### src/rtl/regfile_uart_dump.sv
// Debug read-out engine: walks x0..x31 through a dedicated register-file read
// port and sends each word as four little-endian 8N1 UART bytes on tx_o.
module regfile_uart_dump #(
  parameter int CLK_DIV = 868
) (
  input  logic        clk_i,
  input  logic        rst_i,
  input  logic        start_i,
  output logic [4:0]  ra_o,
  input  logic [31:0] rd_i,
  output logic        tx_o,
  output logic        busy_o,
  output logic        done_o
);

  localparam int BAUD_W = (CLK_DIV > 1) ? $clog2(CLK_DIV) : 1;
  localparam logic [BAUD_W-1:0] BAUD_LAST = BAUD_W'(CLK_DIV - 1);

  typedef enum logic [1:0] {IDLE, LOAD, SEND, DONE} state_t;

  state_t            state, state_n;
  logic [4:0]        reg_idx;
  logic [1:0]        byte_idx;
  logic [3:0]        bit_idx;
  logic [BAUD_W-1:0] baud_cnt;
  logic [31:0]       word;
  logic [7:0]        cur_byte;
  logic              frame_bit;
  logic              bit_end;
  logic              frame_end;
  logic              word_end;

  assign bit_end   = (baud_cnt == BAUD_LAST);
  assign frame_end = bit_end && (bit_idx == 4'd9);
  assign word_end  = frame_end && (byte_idx == 2'd3);

  always_comb begin
    case (byte_idx)
      2'd0:    cur_byte = word[7:0];
      2'd1:    cur_byte = word[15:8];
      2'd2:    cur_byte = word[23:16];
      default: cur_byte = word[31:24];
    endcase
  end

  // Frame layout: start bit, eight data bits LSB first, stop bit.
  always_comb begin
    case (bit_idx)
      4'd0:    frame_bit = 1'b0;
      4'd1:    frame_bit = cur_byte[0];
      4'd2:    frame_bit = cur_byte[1];
      4'd3:    frame_bit = cur_byte[2];
      4'd4:    frame_bit = cur_byte[3];
      4'd5:    frame_bit = cur_byte[4];
      4'd6:    frame_bit = cur_byte[5];
      4'd7:    frame_bit = cur_byte[6];
      4'd8:    frame_bit = cur_byte[7];
      default: frame_bit = 1'b1;
    endcase
  end

  always_ff @(posedge clk_i or posedge rst_i) begin
    if (rst_i) state <= IDLE;
    else       state <= state_n;
  end

  always_comb begin
    state_n = state;
    tx_o    = 1'b1;
    busy_o  = 1'b0;
    done_o  = 1'b0;
    ra_o    = 5'd0;
    case (state)
      IDLE: begin
        if (start_i) state_n = LOAD;
      end
      LOAD: begin
        busy_o  = 1'b1;
        ra_o    = reg_idx;
        state_n = SEND;
      end
      SEND: begin
        busy_o = 1'b1;
        ra_o   = reg_idx;
        tx_o   = frame_bit;
        if (word_end) state_n = (reg_idx == 5'd31) ? DONE : LOAD;
      end
      DONE: begin
        done_o  = 1'b1;
        state_n = IDLE;
      end
      default: state_n = IDLE;
    endcase
  end

  always_ff @(posedge clk_i or posedge rst_i) begin
    if (rst_i) begin
      reg_idx  <= 5'd0;
      byte_idx <= 2'd0;
      bit_idx  <= 4'd0;
      baud_cnt <= '0;
    end else begin
      case (state)
        IDLE: begin
          reg_idx  <= 5'd0;
          byte_idx <= 2'd0;
          bit_idx  <= 4'd0;
          baud_cnt <= '0;
        end
        LOAD: begin
          byte_idx <= 2'd0;
          bit_idx  <= 4'd0;
          baud_cnt <= '0;
        end
        SEND: begin
          if (!bit_end) begin
            baud_cnt <= baud_cnt + 1'b1;
          end else begin
            baud_cnt <= '0;
            if (bit_idx != 4'd9) begin
              bit_idx <= bit_idx + 4'd1;
            end else begin
              bit_idx <= 4'd0;
              if (byte_idx != 2'd3) begin
                byte_idx <= byte_idx + 2'd1;
              end else begin
                byte_idx <= 2'd0;
                // Index stays at 31 on the final word; IDLE clears it.
                if (reg_idx != 5'd31) reg_idx <= reg_idx + 5'd1;
              end
            end
          end
        end
        default: begin
          byte_idx <= 2'd0;
          bit_idx  <= 4'd0;
          baud_cnt <= '0;
        end
      endcase
    end
  end

  // Captured word is pure data; x0 is forced to zero regardless of the port.
  always_ff @(posedge clk_i) begin
    if (state == LOAD) word <= (reg_idx == 5'd0) ? 32'd0 : rd_i;
  end

endmodule

### config.mk
export PLATFORM = sky130hd
export DESIGN_NAME = regfile_uart_dump
export DESIGN_NICKNAME = d
export VERILOG_FILES = /design/src/rtl/regfile_uart_dump.sv
export SDC_FILE = /design/constraint.sdc
export NUM_CORES = 1
export LEC_CHECK = 0
export BUFFER_PORTS_ARGS = -buffer_cell sky130_fd_sc_hd__buf_2
export CAP_MARGIN = 20
export CORE_MARGIN = 4
export CORE_UTILIZATION = 47
export CTS_CLUSTER_DIAMETER = 100
export CTS_CLUSTER_SIZE = 24
export DETAILED_ROUTE_END_ITERATION = 16
export PLACE_DENSITY_LB_ADDON = 0.12
export SYNTH_ARGS = -nofsm -noshare
export SYNTH_HDL_FRONTEND = slang
export SYNTH_SLANG_ARGS = --single-unit
### constraint.sdc
create_clock -name clk_i -period 5.9 [get_ports clk_i]
set_input_delay 0.295 -clock clk_i [delete_from_list [all_inputs] [get_ports clk_i]]
set_output_delay 0.295 -clock clk_i [all_outputs]
set_load 0.05 [all_outputs]
==> results of run 1 <==
[per-layer routing]
metal | global-route usage | vias up
li1 | - | 981
met1 | 0.2043 | 938
met2 | 0.2521 | 29
met3 | 0.03074 | 6
met4 | 0.04317 | 0
met5 | 0 | -
[power groups by stage]
| stage | Sequential [uW] | Combinational, uW | Clock (uW) |
|---|---|---|---|
| after floorplan | 556 | 182 | 0 |
| after global placement | 579 | 233 | 0 |
| after detailed placement | 576 | 236 | 0 |
| after CTS | 570 | 237 | 228 |
| after global routing | 578 | 257 | 240 |
| final | 570 | 231 | 225 |
[final timing paths]
check	startpoint	end	slack (ns)
min in group clk_i	rd_i[23]	word[23]	0.25
hold reg to reg	baud_cnt[0]	baud_cnt[0]	0.50
setup / recovery	byte_idx[0]	tx_o	3.05
hold / removal	rst_i	byte_idx[1]	0.15
setup reg to reg	baud_cnt[4]	reg_idx[3]	3.71
max in group asynchronous	rst_i	baud_cnt[8]	5.20
[stage by stage]
stage / utilization / worst slack, ns / total power [uW] / std cells
after global placement: 0.5261 / 3.467 / 811.9 / 362
after floorplan: - / 3.489 / 737.8 / 256
after global routing: 0.5425 / 2.777 / 1074 / 370
final: 0.5425 / 3.047 / 1025 / 370
after CTS: 0.5425 / 3.028 / 1035 / 370
after detailed placement: 0.5261 / 3.398 / 812.1 / 362
[cell families after synthesis]
group / Yosys count / synth area share
xor gates and xnor gates: 9 / 0.02778
muxes: 2 / 0.007055
and+or+nand+nor: 103 / 0.2130
AOI/OAI and AO/OA: 45 / 0.1089
buffers and inverters: 29 / 0.04453
DFF: 55 / 0.5414
adders and majority gates: 13 / 0.05732
[registers in the layout, indices dropped and copies added, names as in the netlist]
| signal | count |
|---|---|
| reg_idx | 5 |
| baud_cnt | 10 |
| word | 32 |
| bit_idx | 4 |
| byte_idx | 2 |
| state | 2 |
[cell usage in the layout, fill, tap and decap left out, types with 3 or more instances in the layout]
master    Yosys  layout
buf_2         0      42
nor2b_1      33      33
edfxtp_1     32      32
dfrtp_1      23      23
nor2_1       20      20
inv_1        16      16
a21oi_1      13      13
ha_1         13      13
nand2_1      12      12
nand3_1      11      11
o21ai_0       7       7
xnor2_1       7       7
and2_1        5       5
a22oi_1       5       5
clkbuf_8      1       5
nor3_1        3       3
a222oi_1      3       3
[area by class of cell]
type	instances	share of cell area
Sequential cell	55	0.4812
Multi-Input combinational cell	172	0.3699
Timing Repair Buffer	44	0.07053
Tap cell	75	0.02939
Clock buffer	5	0.02155
Inverter	16	0.01881
Clock inverter	3	0.008621
[critical path, delay by kind of cell, from the launching register on]
family / cells / cell delay [ns]
compound gates: 2 / 0.20
fa+ha+maj: 1 / 0.33
buf+inv: 2 / 0.41
flops: 1 / 0.42
simple gates: 3 / 0.87
==> flow_summary_export.csv, run 1 <==
group,metric,value,unit
clock_network,tritoncts,"done",
synth,synthFlopType,"edfxtp_1",
detailed_routing,met3_wirelength,182,um
critical_path,cp-end-kind,"output pin",
clock_network,ctsResizeCount,0,
placed_design,dpl.hpwl,3.879,mm
clock_network,cts_setup_buffers,0,
synth,yosys-top-cells-count,"33 x nor2b_1, 32 x edfxtp_1, 23 x dfrtp_1",
clock_network,numCtsBuffers,5,
clock_network,postCtsHoldBufs,0,
pwr,seqPwrFrac,0.556,
synth,synth_fp_nets,304,
global_routing,grt_pass1_vias,1878,
job,max_cap_violations,0,
synth,post-synth-top-count-cell,"nor2b_1",
die,io_pins,43,
sta,slew_viol_final,0,
critical_path,worstPathMaxFanout,8,
final_layout,seqCellArea,1536,um^2
sta,period_share,0.4836,
critical_path,slowest_stage,"or4b_2",
die,core,5886,um^2
clock_network,cts-root-buf,"clkbuf_8",
detailed_routing,wl_met1,2.518,mm
placed_design,routabilityCongestion,0.7982,
synth,synth-warning-count,0,
die,die_x,85.70,um
critical_path,required,5.61,ns
sta,final_hold_viol_count,0,
sta,fin_crit,2.853,ns
pwr,switching_share,0.3379,
critical_path,start_kind,"flip-flop",
die,start_util,0.4821,
critical_path,worstRegToRegCells,5,
pwr,ir_drop,173.8,uV
sta,holdWs,0.1507,ns
synth,async_flop_share,0.4182,
pwr,power.switching,346.4,uW
pwr,clkPwrFrac,0.219,
clock_network,clkTransAtPathRegs,0.11,ns
pwr,leakagePower,0.001237,uW
sta,worst_slew_pin_slew,0.9004,ns
synth,yosysUniqueCellTypes,48,
detailed_routing,drt_wl_total,5.312,mm
die,dieArea,7344,um^2
pwr,pwr-share-comb,0.225,
global_routing,overflow,0,
synth,yosysTopAreaCell,"edfxtp_1",
placed_design,io_buffers,42,
critical_path,max_stage_delay,0.64,ns
detailed_routing,wl_met2,2.546,mm
clock_network,cts-htree-levels,2,
sta,finClkSkew,0.009205,ns
final_layout,final_nets,342,
global_routing,grt_pass1_wl,8.880,mm
final_layout,stdcell_area,3193,um^2
sta,setup_violations,0,
clock_network,insertion_delay,0.32,ns
hold_path,hp-class,"primary input to async pin",
sta,tns,0,ns
detailed_routing,drt-vias-per-instance,5.281,
pwr,pwr_density_cell,321.0,nW/um^2
detailed_routing,highest_layer,"met4",
detailed_routing,avgRoutedWirePerCell,14.36,um
global_routing,track_usage,0.1525,
synth,ys_seq_elements,55,
die,die_height,85.70,um
final_layout,drive_gt1_frac,0.1932,
critical_path,worstPathArrival,2.56,ns
critical_path,cp_cell_sequence,"inv_1 > ha_1 > a222oi_1 > nor2_1 > a21oi_1 > or4b_2 > nand4_1 > buf_2",
synth,yosysSeqAreaShare,0.5414,
detailed_routing,drt_iter0_markers,152,
detailed_routing,dr.pass1.iters,4,
sta,rsz0062_at_grt,"false",
synth,synthCells,256,
detailed_routing,drtAntennaViolNets,0,
synth,synth_area,2838,um^2
synth,synth.area.top_cells,"edfxtp_1 34%, dfrtp_1 20%, nor2b_1 7.3%",
global_routing,grt_antenna_before_repair,0,
detailed_routing,drc,0,
final_layout,nFillCells,540,
clock_network,clock_path_buffers,2,
final_layout,multiInputGateArea,1181,um^2
synth,synth_top_area_share,0.3386,
die,rows,28,
final_layout,layout-area-overhead-vs-synth,12.52,%
clock_network,clock_sinks,55,
detailed_routing,num_vias,1954,
critical_path,crit_type,"flip-flop to output pin",
pwr,intPower,678.6,uW
placed_design,place_area,3097,um^2
final_layout,n_antenna_cell,0,
synth,synth_edf_count,32,
sta,slew_headroom,0.3991,
sta,timing.fmax,350.5,MHz
global_routing,grt_max_degree,33,
status,status,"finished, final reports clean",
synth,syn_avg_cell_area,11.08,um^2
Note: power is estimated with default switching activity, not from simulation.
==> run 2: changes to the inputs <==
ABC_AREA = 1   (was default)
clock period = 2.9 ns   (was 5.9 ns; I/O delays follow)
==> run 2 against run 1 <==
  * Non-clock buffer count unchanged
  * Final cell count increased by 33%
  * Cell area increased by 8.2%
  * Register-to-register slack got worse by 2.8 ns
  * Setup slack got worse by 2.6 ns
  * Critical path type unchanged
==> flow_summary_export.csv, run 2 <==
group,metric,value,unit
die,die_height,88.60,um
global_routing,grt_pass1_wl,9.915,mm
critical_path,cp-startpoint,"byte_idx[0]",
synth,yosys-top-cells-count,"89 x nand2_1, 73 x nor2_1, 61 x inv_1",
synth,post-synth-top-count-cell,"nand2_1",
pwr,leakagePower,0.001747,uW
detailed_routing,drc,0,
sta,rsz0062_at_grt,"false",
global_routing,grt_max_degree,33,
final_layout,layout_common_cells,"89 x nand2_1, 73 x nor2_1, 61 x inv_1",
status,status,"finished, final reports clean",
critical_path,crit_family,"simple AND/OR/NAND/NOR gates",
sta,timing.fmax,399.7,MHz
final_layout,layout-area-overhead-vs-synth,13.20,%
placed_design,post-place-ws,0.7697,ns
critical_path,r2r-start,"state[0]",
critical_path,max_stage_delay,0.47,ns
final_layout,drive_gt1_frac,0.1594,
sta,layout_setup_ws,0.3980,ns
synth,synth-warning-count,0,
critical_path,crit_type,"flip-flop to output pin",
sta,fin_crit,2.502,ns
final_layout,fin_util,0.5474,
critical_path,crit_buf_inv,2,
clock_network,cts_setup_buffers,0,
sta,worst_slew_pin_slew,0.8755,ns
placed_design,io_buffers,42,
synth,syn_avg_cell_area,8.207,um^2
synth,synth_top_area_share,0.3148,
critical_path,worstPathMaxFanout,10,
job,max_cap_violations,0,
pwr,intPower,1754,uW
final_layout,n_antenna_cell,0,
critical_path,start_kind,"flip-flop",
detailed_routing,avgRoutedWirePerCell,12.05,um
critical_path,cp_cell_sequence,"ha_1 > clkinv_1 > or2_0 > nand3_1 > nand2_1 > nor2_1 > nand2_1 > buf_2",
pwr,pwr-share-comb,0.335,
sta,finClkSkew,0.004222,ns
detailed_routing,num_vias,2322,
final_layout,reg_top3,"word: 32 flops, baud_cnt: 10 flops, reg_idx: 5 flops",
die,start_util,0.4836,
global_routing,overflow,0,
detailed_routing,drtAntennaViolNets,0,
hold_path,hp-class,"primary input to async pin",
clock_network,clock_path_buffers,2,
synth,yosysUniqueCellTypes,32,
pwr,pwr_density_cell,805.4,nW/um^2
pwr,ir_drop,536.2,uV
placed_design,dpl.hpwl,4.371,mm
synth,yosysTopAreaCell,"edfxtp_1",
sta,holdWs,0.001733,ns
synth,synthCells,372,
critical_path,cp-end-kind,"output pin",
synth,synthFlopType,"edfxtp_1",
clock_network,clock_sinks,55,
placed_design,routabilityCongestion,0.8925,
final_layout,final_nets,461,
synth,ys_seq_elements,55,
final_layout,layout_commonest_cell,"nand2_1",
sta,setup_violations,0,
critical_path,required,2.76,ns
synth,yosysSeqAreaShare,0.5033,
synth,synth_fp_nets,420,
clock_network,ctsResizeCount,0,
sta,tns,0,ns
detailed_routing,drt_wl_total,5.919,mm
global_routing,grt_antenna_before_repair,0,
sta,period_share,0.8627,
clock_network,cts-root-buf,"clkbuf_8",
detailed_routing,drt_iter0_markers,121,
clock_network,clkTransAtPathRegs,0.10,ns
critical_path,worstPathArrival,2.36,ns
pwr,power.switching,1029,uW
die,die_x,88.60,um
sta,final_hold_viol_count,0,
global_routing,grt_pass1_vias,2219,
critical_path,slowest_stage,"ha_1",
pwr,seqPwrFrac,0.449,
pwr,switching_share,0.3697,
die,io_pins,43,
detailed_routing,dr.pass1.iters,4,
clock_network,insertion_delay,0.31,ns
die,dieArea,7849,um^2
die,core,6314,um^2
clock_network,tritoncts,"done",
clock_network,numCtsBuffers,5,
clock_network,cts-htree-levels,2,
synth,synth_edf_count,32,
detailed_routing,drt-vias-per-instance,4.729,
critical_path,crit_top_cell,"nand2_1",
pwr,clkPwrFrac,0.216,
sta,slew_headroom,0.4157,
synth,synth.area.top_cells,"edfxtp_1 31%, dfrtp_1 19%, nand2_1 11%",
final_layout,regMostFlops,"word",
final_layout,largest_register_ffs,32,
clock_network,postCtsHoldBufs,0,
synth,synth_area,3053,um^2
synth,async_flop_share,0.4182,
global_routing,track_usage,0.1644,
sta,slew_viol_final,0,
die,rows,29,
[run 2: changes by cell type after synthesis, moves of 4 or more]
cell / delta
nor2b_1: -33
nand2_1: +77
nand3_1: +9
buf_2: +4
and2_1: -5
nor2_1: +53
clkbuf_1: -8
xnor2_1: -6
inv_1: +45
a22oi_1: -5
a21oi_1: -6
[run 2: kinds of logic (layout without fill, tap and decap cells)]
family,after synthesis,in the layout,share of synthesized area
xor+xnor,6,6,0.01721
buf+inv,75,117,0.1000
compound gates,18,18,0.03853
flops,55,55,0.5033
fa+ha+maj,13,13,0.05328
simple gates,205,205,0.2877
[run 2: layer usage]
layer / up-vias / share of wire / global-route usage
li1: 1224 / - / -
met1: 1047 / 0.44 / 0.2047
met2: 47 / 0.51 / 0.2916
met3: 4 / 0.040 / 0.03352
met4: 0 / 0.011 / 0.04121
met5: - / 0 / 0
[run 2: area by class of cell]
type	count	area, um^2
well taps	77	96.34
repair buffers	44	225.2
flip-flops and latches	55	1536
inverters	65	244.0
fillers	613	2858
multi-input cells	242	1217
clock buffers	5	68.82
clock inverters	3	67.56
[run 2: worst paths after layout]
path	endpoint	slack (ns)	depth (start not counted)
min reg2reg	baud_cnt[0]	0.50	1
max in group asynchronous	byte_idx[1]	2.36	2
max reg2reg	reg_idx[3]	0.92	7
min	state[0]	0.002	2
min in group clk_i	word[4]	0.12	3
max	tx_o	0.40	8
[run 2: power by group through the flow]
stage	clock network, uW	registers, uW	logic (uW)
2_1_floorplan	0	1230	747
3_3_place_gp	0	1270	945
3_5_place_dp	0	1270	944
4_1_cts	611	1250	948
5_1_grt	641	1280	1060
6_report	600	1250	932
[run 2: metrics by stage]
stage                     area [um^2]  instances  power (uW)
after floorplan                  3053        372        1980
after global placement           3319        483        2211
after detailed placement         3319        483        2215
after CTS                        3456        491        2815
after global routing             3456        491        2983
final                            3456        491        2783
==> run 3: changes to the inputs <==
BUFFER_PORTS_ARGS = default   (was -buffer_cell sky130_fd_sc_hd__buf_2)
CTS_CLUSTER_SIZE = default   (was 24)
DONT_BUFFER_PORTS = 1   (was default)
==> run 3 against run 2 <==
  * Sequential cell count stayed put
  * First-iteration DRC count is 7.4% lower
  * Clock skew increased by 0.0072 ns
  * Register-to-register slack got worse by 0.04 ns
  * Cell area down 7.0%
  * Wire length fell by 7.2%
  * Critical endpoint unchanged
  * Highest routed layer unchanged
==> flow_summary_export.csv, run 3 (synthesis results as in run 2) <==
group,metric,value,unit
placed_design,io_buffers,0,
placed_design,routabilityCongestion,0.9096,
final_layout,layout_commonest_cell,"nand2_1",
sta,tns,0,ns
die,io_pins,43,
critical_path,crit_family,"simple AND/OR/NAND/NOR gates",
sta,finClkSkew,0.01146,ns
clock_network,numCtsBuffers,5,
detailed_routing,avgRoutedWirePerCell,12.21,um
critical_path,regToRegSetupSlack,0.88,ns
pwr,intPower,1559,uW
clock_network,clock_sinks,55,
critical_path,cp_cell_sequence,"ha_1 > clkinv_1 > or2_0 > nand3_1 > nand2_1 > nor2_1 > nand2_1",
final_layout,layout-area-overhead-vs-synth,5.287,%
clock_network,tritoncts,"done",
critical_path,cp-end-kind,"output pin",
sta,period_share,0.8562,
critical_path,worstPathMaxFanout,10,
clock_network,cts_setup_buffers,0,
critical_path,start_kind,"flip-flop",
critical_path,max_stage_delay,0.44,ns
final_layout,layout_common_cells,"89 x nand2_1, 73 x nor2_1, 61 x inv_1",
pwr,switching_share,0.3965,
die,die_height,88.60,um
sta,slew_viol_final,0,
final_layout,drive_gt1_frac,0.06434,
clock_network,clock_path_buffers,2,
sta,fin_crit,2.483,ns
critical_path,slowest_stage,"ha_1",
detailed_routing,drt_iter0_markers,112,
final_layout,regMostFlops,"word",
critical_path,reg2reg_to,"reg_idx[3]",
sta,setup_violations,0,
clock_network,insertion_delay,0.32,ns
detailed_routing,num_vias,2178,
global_routing,grt_max_degree,33,
detailed_routing,drc,0,
placed_design,place_area,3109,um^2
critical_path,worstPathArrival,2.34,ns
die,start_util,0.4836,
pwr,ir_drop,547.7,uV
clock_network,cts-root-buf,"clkbuf_8",
sta,layout_setup_ws,0.4171,ns
global_routing,track_usage,0.1546,
detailed_routing,drtAntennaViolNets,0,
status,status,"finished, final reports clean",
critical_path,path_depth,7,
die,die_x,88.60,um
job,max_cap_violations,0,
sta,slew_headroom,0.4147,
critical_path,worstRegToRegCells,7,
detailed_routing,drt_wl_total,5.494,mm
critical_path,required,2.76,ns
sta,holdWs,0.03032,ns
placed_design,post-place-ws,0.7767,ns
final_layout,stdcell_area,3214,um^2
detailed_routing,dr.pass1.iters,4,
critical_path,cp-startpoint,"byte_idx[0]",
final_layout,final_nets,420,
sta,worst_slew_pin_slew,0.8770,ns
pwr,power.switching,1024,uW
pwr,leakagePower,0.001562,uW
global_routing,grt_antenna_before_repair,0,
final_layout,largest_register_ffs,32,
final_layout,reg_top3,"word: 32 flops, baud_cnt: 10 flops, reg_idx: 5 flops",
hold_path,worstHoldStart,"rd_i[20]",
die,core,6314,um^2
placed_design,dpl.hpwl,4.054,mm
pwr,seqPwrFrac,0.482,
pwr,pwr-share-comb,0.344,
sta,timing.fmax,402.8,MHz
critical_path,r2r-start,"state[0]",
hold_path,hp-class,"primary input to flip-flop",
global_routing,grt_pass1_wl,9.432,mm
critical_path,crit_buf_inv,1,
die,dieArea,7849,um^2
clock_network,cts-htree-levels,2,
global_routing,overflow,0,
critical_path,endpoint,"tx_o",
critical_path,crit_top_cell,"nand2_1",
final_layout,fin_util,0.5091,
sta,rsz0062_at_grt,"false",
pwr,pwr_density_cell,803.8,nW/um^2
global_routing,grt_pass1_vias,2054,
pwr,clkPwrFrac,0.174,
die,rows,29,
final_layout,n_antenna_cell,0,
clock_network,clkTransAtPathRegs,0.11,ns
detailed_routing,drt-vias-per-instance,4.840,
critical_path,crit_type,"flip-flop to output pin",
sta,final_hold_viol_count,0,
## run 3: worst min path at each step
| stage | end | depth (start not counted) |
|---|---|---|
| after global routing | word[14] | 2 |
| after detailed placement | baud_cnt[7] | 1 |
| final | word[20] | 2 |
| after floorplan | baud_cnt[0] | 1 |
| after global placement | baud_cnt[4] | 1 |
| after CTS | word[18] | 2 |
## run 3: timing repair
item	in CTS	in global routing
hold buffers	1	0
endpoints found under the hold margin	23	0
gates resized for setup	0	0
## run 3: metal layers
metal,part of all wire,vias to the layer above,GRT usage,routed length [um]
li1,-,1146,-,-
met1,0.46,981,0.2049,2502
met2,0.49,44,0.2576,2703
met3,0.038,7,0.03259,210
met4,0.014,0,0.04258,77
met5,0,-,0,0
## run 3: per-stage QoR
stage / instances / power [uW]
6_report: 450 / 2584
3_5_place_dp: 441 / 2171
2_1_floorplan: 372 / 1980
3_3_place_gp: 441 / 2168
4_1_cts: 450 / 2620
5_1_grt: 450 / 2803
## run 3: cell type report
type / count / area [um^2]
fillers: 628 / 3099
flip-flops and latches: 55 / 1536
multi-input cells: 242 / 1217
inverters: 65 / 244.0
well taps: 77 / 96.34
clock buffers: 5 / 68.82
clock inverters: 3 / 26.28
repair buffers: 3 / 25.02
## run 3: power groups by stage
stage          registers, uW  logic (uW)  clock network (uW)
3_5_place_dp            1270         902                   0
5_1_grt                 1280        1030                 494
3_3_place_gp            1270         901                   0
4_1_cts                 1250         907                 462
6_report                1250         889                 449
2_1_floorplan           1230         747                   0
